$ cat src/rtl/pipe_reg_chain_if.sv
// Handshake bundle for pipe_reg_chain: upstream valid/ready/data in, downstream valid/ready/data out.
interface pipe_reg_chain_if #(
  parameter int WIDTH = 32
);
  logic             in_valid;
  logic             in_ready;
  logic [WIDTH-1:0] in_data;
  logic             out_valid;
  logic             out_ready;
  logic [WIDTH-1:0] out_data;

  modport master (
    output in_valid, in_data, out_ready,
    input  in_ready, out_valid, out_data
  );

  modport slave (
    input  in_valid, in_data, out_ready,
    output in_ready, out_valid, out_data
  );
endinterface

$ cat src/rtl/pipe_reg_chain.sv
// Elastic pipeline register chain: STAGES valid-tagged data registers joined by valid/ready,
// with bubble collapse, synchronous flush and a registered occupancy count.
module pipe_reg_chain #(
  parameter int               WIDTH     = 32,
  parameter int               STAGES    = 2,
  parameter logic [WIDTH-1:0] RESET_VAL = '0,
  localparam int              OCC_W     = $clog2(STAGES + 1)
) (
  input  logic             clk,
  input  logic             reset_n,
  input  logic             flush,
  pipe_reg_chain_if.slave  bus,
  output logic [OCC_W-1:0] occupancy
);

  logic [STAGES-1:0] v;
  logic [WIDTH-1:0]  d     [STAGES];
  logic [STAGES-1:0] r;
  logic [STAGES-1:0] src_v;
  logic [WIDTH-1:0]  src_d [STAGES];
  logic              in_fire;
  logic              out_fire;

  // A stage can take new data if it is empty or its successor is taking its contents.
  always_comb begin
    logic rdy;
    r   = '0;
    rdy = bus.out_ready;
    for (int k = STAGES - 1; k >= 0; k--) begin
      rdy  = !v[k] | rdy;
      r[k] = rdy;
    end
  end

  always_comb begin
    src_v[0] = bus.in_valid & !flush;
    src_d[0] = bus.in_data;
    for (int k = 1; k < STAGES; k++) begin
      src_v[k] = v[k-1];
      src_d[k] = d[k-1];
    end
  end

  assign bus.in_ready  = r[0] & !flush;
  assign bus.out_valid = v[STAGES-1];
  assign bus.out_data  = d[STAGES-1];
  assign in_fire       = bus.in_valid & bus.in_ready;
  assign out_fire      = bus.out_valid & bus.out_ready;

  // Data registers keep their last value when a bubble passes through, so idle data stays deterministic.
  always_ff @(posedge clk or negedge reset_n) begin
    if (!reset_n) begin
      v         <= '0;
      occupancy <= '0;
      for (int k = 0; k < STAGES; k++) begin
        d[k] <= RESET_VAL;
      end
    end else if (flush) begin
      v         <= '0;
      occupancy <= '0;
    end else begin
      for (int k = 0; k < STAGES; k++) begin
        if (r[k]) begin
          v[k] <= src_v[k];
          if (src_v[k]) begin
            d[k] <= src_d[k];
          end
        end
      end
      case ({in_fire, out_fire})
        2'b10:   occupancy <= occupancy + OCC_W'(1);
        2'b01:   occupancy <= occupancy - OCC_W'(1);
        default: occupancy <= occupancy;
      endcase
    end
  end

endmodule

$ cat src/flat_wrapper.sv
// flat-port wrapper written by rule: the top's interface ports become plain ports
module pipe_reg_chain_flat 
#(
  parameter int               WIDTH     = 32,
  parameter int               STAGES    = 2,
  parameter logic [WIDTH-1:0] RESET_VAL = '0,
  localparam int              OCC_W     = $clog2(STAGES + 1)
)
  (clk, reset_n, flush, occupancy, bus_in_valid, bus_in_data, bus_out_ready, bus_in_ready, bus_out_valid, bus_out_data);
  pipe_reg_chain_if #(.WIDTH(WIDTH)) bus_i ();
  input  logic clk;
  input  logic reset_n;
  input  logic flush;
  output logic [OCC_W-1:0] occupancy;
  input wire logic [$bits(bus_i.in_valid)-1:0] bus_in_valid;
  input wire logic [$bits(bus_i.in_data)-1:0] bus_in_data;
  input wire logic [$bits(bus_i.out_ready)-1:0] bus_out_ready;
  output wire logic [$bits(bus_i.in_ready)-1:0] bus_in_ready;
  output wire logic [$bits(bus_i.out_valid)-1:0] bus_out_valid;
  output wire logic [$bits(bus_i.out_data)-1:0] bus_out_data;
  assign bus_i.in_valid = bus_in_valid;
  assign bus_i.in_data = bus_in_data;
  assign bus_i.out_ready = bus_out_ready;
  assign bus_in_ready = bus_i.in_ready;
  assign bus_out_valid = bus_i.out_valid;
  assign bus_out_data = bus_i.out_data;
  pipe_reg_chain #(.WIDTH(WIDTH), .STAGES(STAGES), .RESET_VAL(RESET_VAL)) u_core (.clk(clk), .reset_n(reset_n), .flush(flush), .bus(bus_i), .occupancy(occupancy));
endmodule
$ cat config.mk
export PLATFORM = sky130hd
export DESIGN_NAME = pipe_reg_chain_flat
export DESIGN_NICKNAME = d
export VERILOG_FILES = /design/src/rtl/pipe_reg_chain_if.sv /design/src/rtl/pipe_reg_chain.sv /design/src/flat_wrapper.sv
export SDC_FILE = /design/constraint.sdc
export NUM_CORES = 1
export LEC_CHECK = 0
export BUFFER_PORTS_ARGS = -buffer_cell sky130_fd_sc_hd__buf_2
export CAP_MARGIN = 20
export CORE_ASPECT_RATIO = 0.9
export CORE_MARGIN = 5
export CORE_UTILIZATION = 57
export DETAILED_ROUTE_END_ITERATION = 8
export HOLD_SLACK_MARGIN = 0.12
export PLACE_DENSITY_LB_ADDON = 0.1
export SLEW_MARGIN = 20
export SYNTH_ARGS = -nofsm -noshare
export SYNTH_HDL_FRONTEND = slang
export SYNTH_SLANG_ARGS = --single-unit
$ cat constraint.sdc
create_clock -name clk -period 2.8 [get_ports clk]
set_input_delay 0 -clock clk [delete_from_list [all_inputs] [get_ports clk]]
set_output_delay 0 -clock clk [all_outputs]
set_load 0.1 [all_outputs]
Word-level counts from Yosys, hierarchy flattened
Cells that the tools add are included.
Widths: inputs -> output; s select.
{"block": "word_totals", "ff_bits": 68, "in_bits": 37, "out_inout_bits": 36, "elab_cells": 29}
{"block": "op_classes", "addsub": 2, "eq_ne": 2, "muxes": 5, "bitwise": 7, "reduce_logical": 8}
{"cell": "$reduce_and 3->1", "n": 2}
{"cell": "$and 1x1->1", "n": 4}
{"cell": "$mux 2", "n": 2}
{"cell": "$pmux 2 s2", "n": 1}
{"cell": "$reduce_bool 2->1", "n": 2}
{"cell": "$logic_not 1->1", "n": 3}
{"cell": "$reduce_bool 3->1", "n": 1}
{"cell": "$add 2x1->2 const B", "n": 1}
{"cell": "$eq 2x1->1 const B", "n": 1}
{"cell": "$eq 2x2->1 const B", "n": 1}
{"cell": "$mux 1", "n": 2}
{"cell": "$or 1x1->1", "n": 2}
{"cell": "$sub 2x1->2 const B", "n": 1}
{"cell": "$not 1->1", "n": 1}

Longest topological paths before layout
{"block": "logic_depth", "ltp_word": 8, "ltp_mapped": 5, "depth_no_buf": 3}

Worst setup path before layout
No wires, ideal clock.
{"block": "synth_path", "kind": "register to output", "start": "register u_core.v[1]", "end": "output port bus_in_ready", "arrival_time_ns": 2.377, "required_ns": 2.800, "setup_slack_ns": 0.423, "path_stages_with_launch": 3, "n_path_buf": 0, "path_cell_list": "dfrtp_1 and3b_1 nor2_1"}
{"block": "synth_between", "elab_chain_cells": 4}
{"item": "start: declaration", "line_no": "pipe_reg_chain.sv:16", "text": "logic [STAGES-1:0] v;"}
{"item": "start signal: indexed assignment", "line_no": "pipe_reg_chain.sv:64", "text": "v[k] <= src_v[k];"}
{"item": "$logic_not 1->1", "line_no": "pipe_reg_chain.sv:30", "text": "rdy = !v[k] | rdy;"}
{"item": "$or 1x1->1 (2 in a row)", "line_no": "pipe_reg_chain.sv:30"}
{"item": "$and 1x1->1", "line_no": "pipe_reg_chain.sv:44", "text": "assign bus.in_ready = r[0] & !flush;"}
{"item": "end: declaration", "line_no": "flat_wrapper.sv:18", "text": "output wire logic [$bits(bus_i.in_ready)-1:0] bus_in_ready;"}
No other way between the ends.

Worst setup path in the final report
{"block": "layout_path", "start": "register u_core.v[1]", "end": "register u_core.d[45] (netlist bit)"}
{"block": "layout_between", "elab_chain_cells": 4}
{"item": "$logic_not 1->1", "line_no": "pipe_reg_chain.sv:30"}
{"item": "$or 1x1->1 (2 in a row)", "line_no": "pipe_reg_chain.sv:30"}
{"item": "$reduce_and 3->1 (no line)"}
{"item": "end signal: indexed assignment", "line_no": "pipe_reg_chain.sv:66", "text": "d[k] <= src_d[k];"}
{"item": "end: declaration", "line_no": "pipe_reg_chain.sv:17", "text": "logic [WIDTH-1:0] d [STAGES];"}
No other way between the ends.
A chain may end at the register's enable or synchronous reset.

==> results by group <==
Drt
  – Via count: 1721
  – Initial DRC Count: 50
  – Met2 WL: 2779 um
  – Mean routed wirelength per cell: 16.02 um
  – WL final: 5527 um
  – Top sig layer: met4
  – Routed met3 length: 332 um
  – Post-DRT Antenna Nets: 0
  – Drt first pass iters: 4
  – Vias per cell: 4.988
  – Wire length on met1: 2251 um
  – Drt drc: 0

Setup path
  – CP Capture Type: flop
  – CP arrival: 1820 ps
  – CP peak stage delay: 460 ps
  – Delay-heaviest family, CP: simple AND/OR/NAND/NOR gates
  – Worst Reg-to-Reg Cells: 3
  – CP Max Fanout: 32
  – Critical path type: reg2reg
  – WP buf/inv: 0
  – FF-to-FF Start: u_core.v[1]$_DFFE_PN0P_
  – CP cell instances: nand3b_1 > nand2_4 > mux2_2
  – R2R setup slack: 1200 ps
  – Slowest-stage cell, CP: dfrtp_1
  – CP startpoint kind: flop
  – Critical path required time: 3010 ps
  – Worst reg2reg endpoint: u_core.d[45]$_DFFE_PN0P_

Cells and area
  – Multi-input gate area in the final layout: 894.6 sq um
  – Layout area overhead: 24.25%
  – Final nets: 313
  – Fill cells: 332
  – Design area: 3622 sq um
  – Post-Layout Cell Count: 345
  – Layout cells sized above 1: 0.5536
  – Antenna Cells: 0
  – Reg area: 1702 sq um

Die
  – Io pins: 73
  – Die Y: 77.85 um
  – Starting density of the core: 0.5956
  – Core ar.: 4895 sq um
  – Number of core rows: 24
  – Die area: 6647 sq um
  – Die Width: 85.39 um

Clock network
  – CTS root buffer: clkbuf_8
  – CTS Hold Buffers Added: 37
  – Clk slew on worst S/H paths: 70 ps
  – Clock tree buffer depth: 2
  – CTS H-Tree Depth: 3
  – Post-CTS setup buffer count: 0
  – Later-pin clock latency in the skew report: 340 ps
  – Total CTS buffers: 9
  – CTS tree: yes
  – Post_cts resized: 0
  – CTS sink cnt: 68

Global route
  – Number of global-route vias before repair: 1927
  – Remaining Overflow, GRT: 0
  – Antenna violations before repair: 0
  – First-pass GRT wire length: 9183 um
  – Largest net degree at the start of global routing: 36
  – Tot GR Track Use: 0.1810

Hold path
  – Min-Delay Path Class: in2async

Logic synthesis
  – Register area share after synthesis: 0.5837
  – Ranking of synthesized cells by area: dfrtp_1, mux2_2, buf_4
  – Unique masters post-synth: 21
  – Post-Syn Area: 2915 sq um
  – Synth warn: 0
  – Mapped Nets: 231
  – Post-synth top area share: 0.5837
  – Mapped Avg Cell Area: 15.03 sq um
  – Synth Instances: 194
  – Area leader, netlist: dfrtp_1
  – Flip-flop and latch count after synthesis: 68

Placed design
  – PortBufs: 72
  – DP Area: 3049 sq um
  – Post-Place Cells: 293
  – GP Congestion: 0.7694
  – Detailed placement HPWL: 3597 um

Power
  – PwrDens: 1030 nW/um^2
  – Peak VDD IR: 0.0009283 V
  – Lkg Pwr: 1.715 nW

Timing
  – Part of the cycle the worst path needs: 0.5723
  – Final setup violation count: 0
  – Max Clk Rate: 0.6241 GHz
  – Setup TNS Final: 0 ps
  – Fin crit period: 1602 ps
  – Final hold violation count: 0
  – RSZ-0062 raised after global routing: false
  – Worst slew pin tran: 743.0 ps
  – Slew Viols, Final: 0
  – Slew headroom: 0.5047
  – Clk_skew: 7.664 ps

Run
  – MaxCap Viol Count: 0

Run status
  – Outcome: completed
[sequential cells by signal (all words and copies together) (netlist names)]
register	cells
u_core.v	2
u_core.bus.out_data	32
u_core.occupancy	2
u_core.d	32
[layout make-up]
type                    count  share of cell area
repair buffers            110              0.2038
well taps                  65             0.02245
clock inverters             1            0.008290
inverters                   1            0.001036
multi-input cells          86              0.2470
flip-flops and latches     68              0.4698
clock buffers              14             0.04767
[metal layers]
metal / vias to the layer above / track usage
met5: - / 0
met4: 0 / 0.1092
met3: 15 / 0.04873
met2: 55 / 0.2943
met1: 854 / 0.2146
li1: 797 / -
[report_power, final]
group          total (mW)  switching (mW)  internal, mW
Clock               0.817           0.336         0.481
Combinational        1.61            1.28         0.325
Sequential           1.31           0.108          1.20
Total                3.73            1.72          2.01
[worst max path at each step]
| stage | to | slack, ps | depth (start not counted) | from |
|---|---|---|---|---|
| 4_1_cts | u_core.d[45]$_DFFE_PN0P_ | 1200 | 3 | u_core.v[0]$_DFFE_PN0P_ |
| 5_1_grt | u_core.d[58]$_DFFE_PN0P_ | 1130 | 3 | u_core.v[0]$_DFFE_PN0P_ |
| 6_report | u_core.d[45]$_DFFE_PN0P_ | 1200 | 3 | u_core.v[1]$_DFFE_PN0P_ |
| 2_1_floorplan | bus_in_ready | 420 | 2 | u_core.v[1]$_DFFE_PN0P_ |
| 3_3_place_gp | u_core.d[49]$_DFFE_PN0P_ | 1330 | 3 | u_core.v[0]$_DFFE_PN0P_ |
| 3_5_place_dp | u_core.d[45]$_DFFE_PN0P_ | 1230 | 3 | u_core.v[0]$_DFFE_PN0P_ |
[synth_stat cells]
library cell	n
and3b_1	3
o211ai_1	1
nor3b_1	1
a21oi_1	1
nor2b_1	1
nor2_1	4
buf_6	6
nand3b_1	1
nand2_4	1
dfrtp_1	68
buf_4	33
nand2b_1	1
a211oi_1	1
inv_1	1
nor2b_4	1
a21boi_0	1
o21ai_0	1
a22oi_1	1
nand3b_4	1
nand2b_2	1
mux2_2	65
[per-stage QoR]
stage	hold slack (ps)	total power [mW]	setup slack, ps	util
after floorplan	-295.6	2.856	422.5	-
after detailed placement	104.7	2.902	1229	0.6230
final	280.3	3.731	1198	0.7400
after global routing	319.8	3.877	1130	0.7400
after CTS	293.8	3.763	1200	0.7400
after global placement	77.29	2.860	1328	0.6230
[cell families (layout without fill, tap and decap cells)]
logic type / after synthesis / count (layout) / share of synthesized area
simple gates: 15 / 15 / 0.04206
mux: 65 / 65 / 0.2511
flops: 68 / 68 / 0.5837
buf+inv: 40 / 126 / 0.1094
compound gates: 6 / 6 / 0.01373
[placed cells by master (no fill, tap or decap)]
master and n:
a22oi_1 1, dlygate4sd3_1 37, clkbuf_8 12, nand2_4 1
nor2_1 4, nand3b_1 1, a21boi_0 1, a21oi_1 1
nor2b_1 1, buf_4 1, and3b_1 3, mux2_2 65
nand3b_4 1, buf_2 72, o211ai_1 1, dfrtp_1 68
nor3b_1 1, inv_1 1, nand2b_1 1, bufinv_16 1
o21ai_0 1, clkbuf_1 2, a211oi_1 1, nand2b_2 1
nor2b_4 1
(Power assumes the default switching activity.)
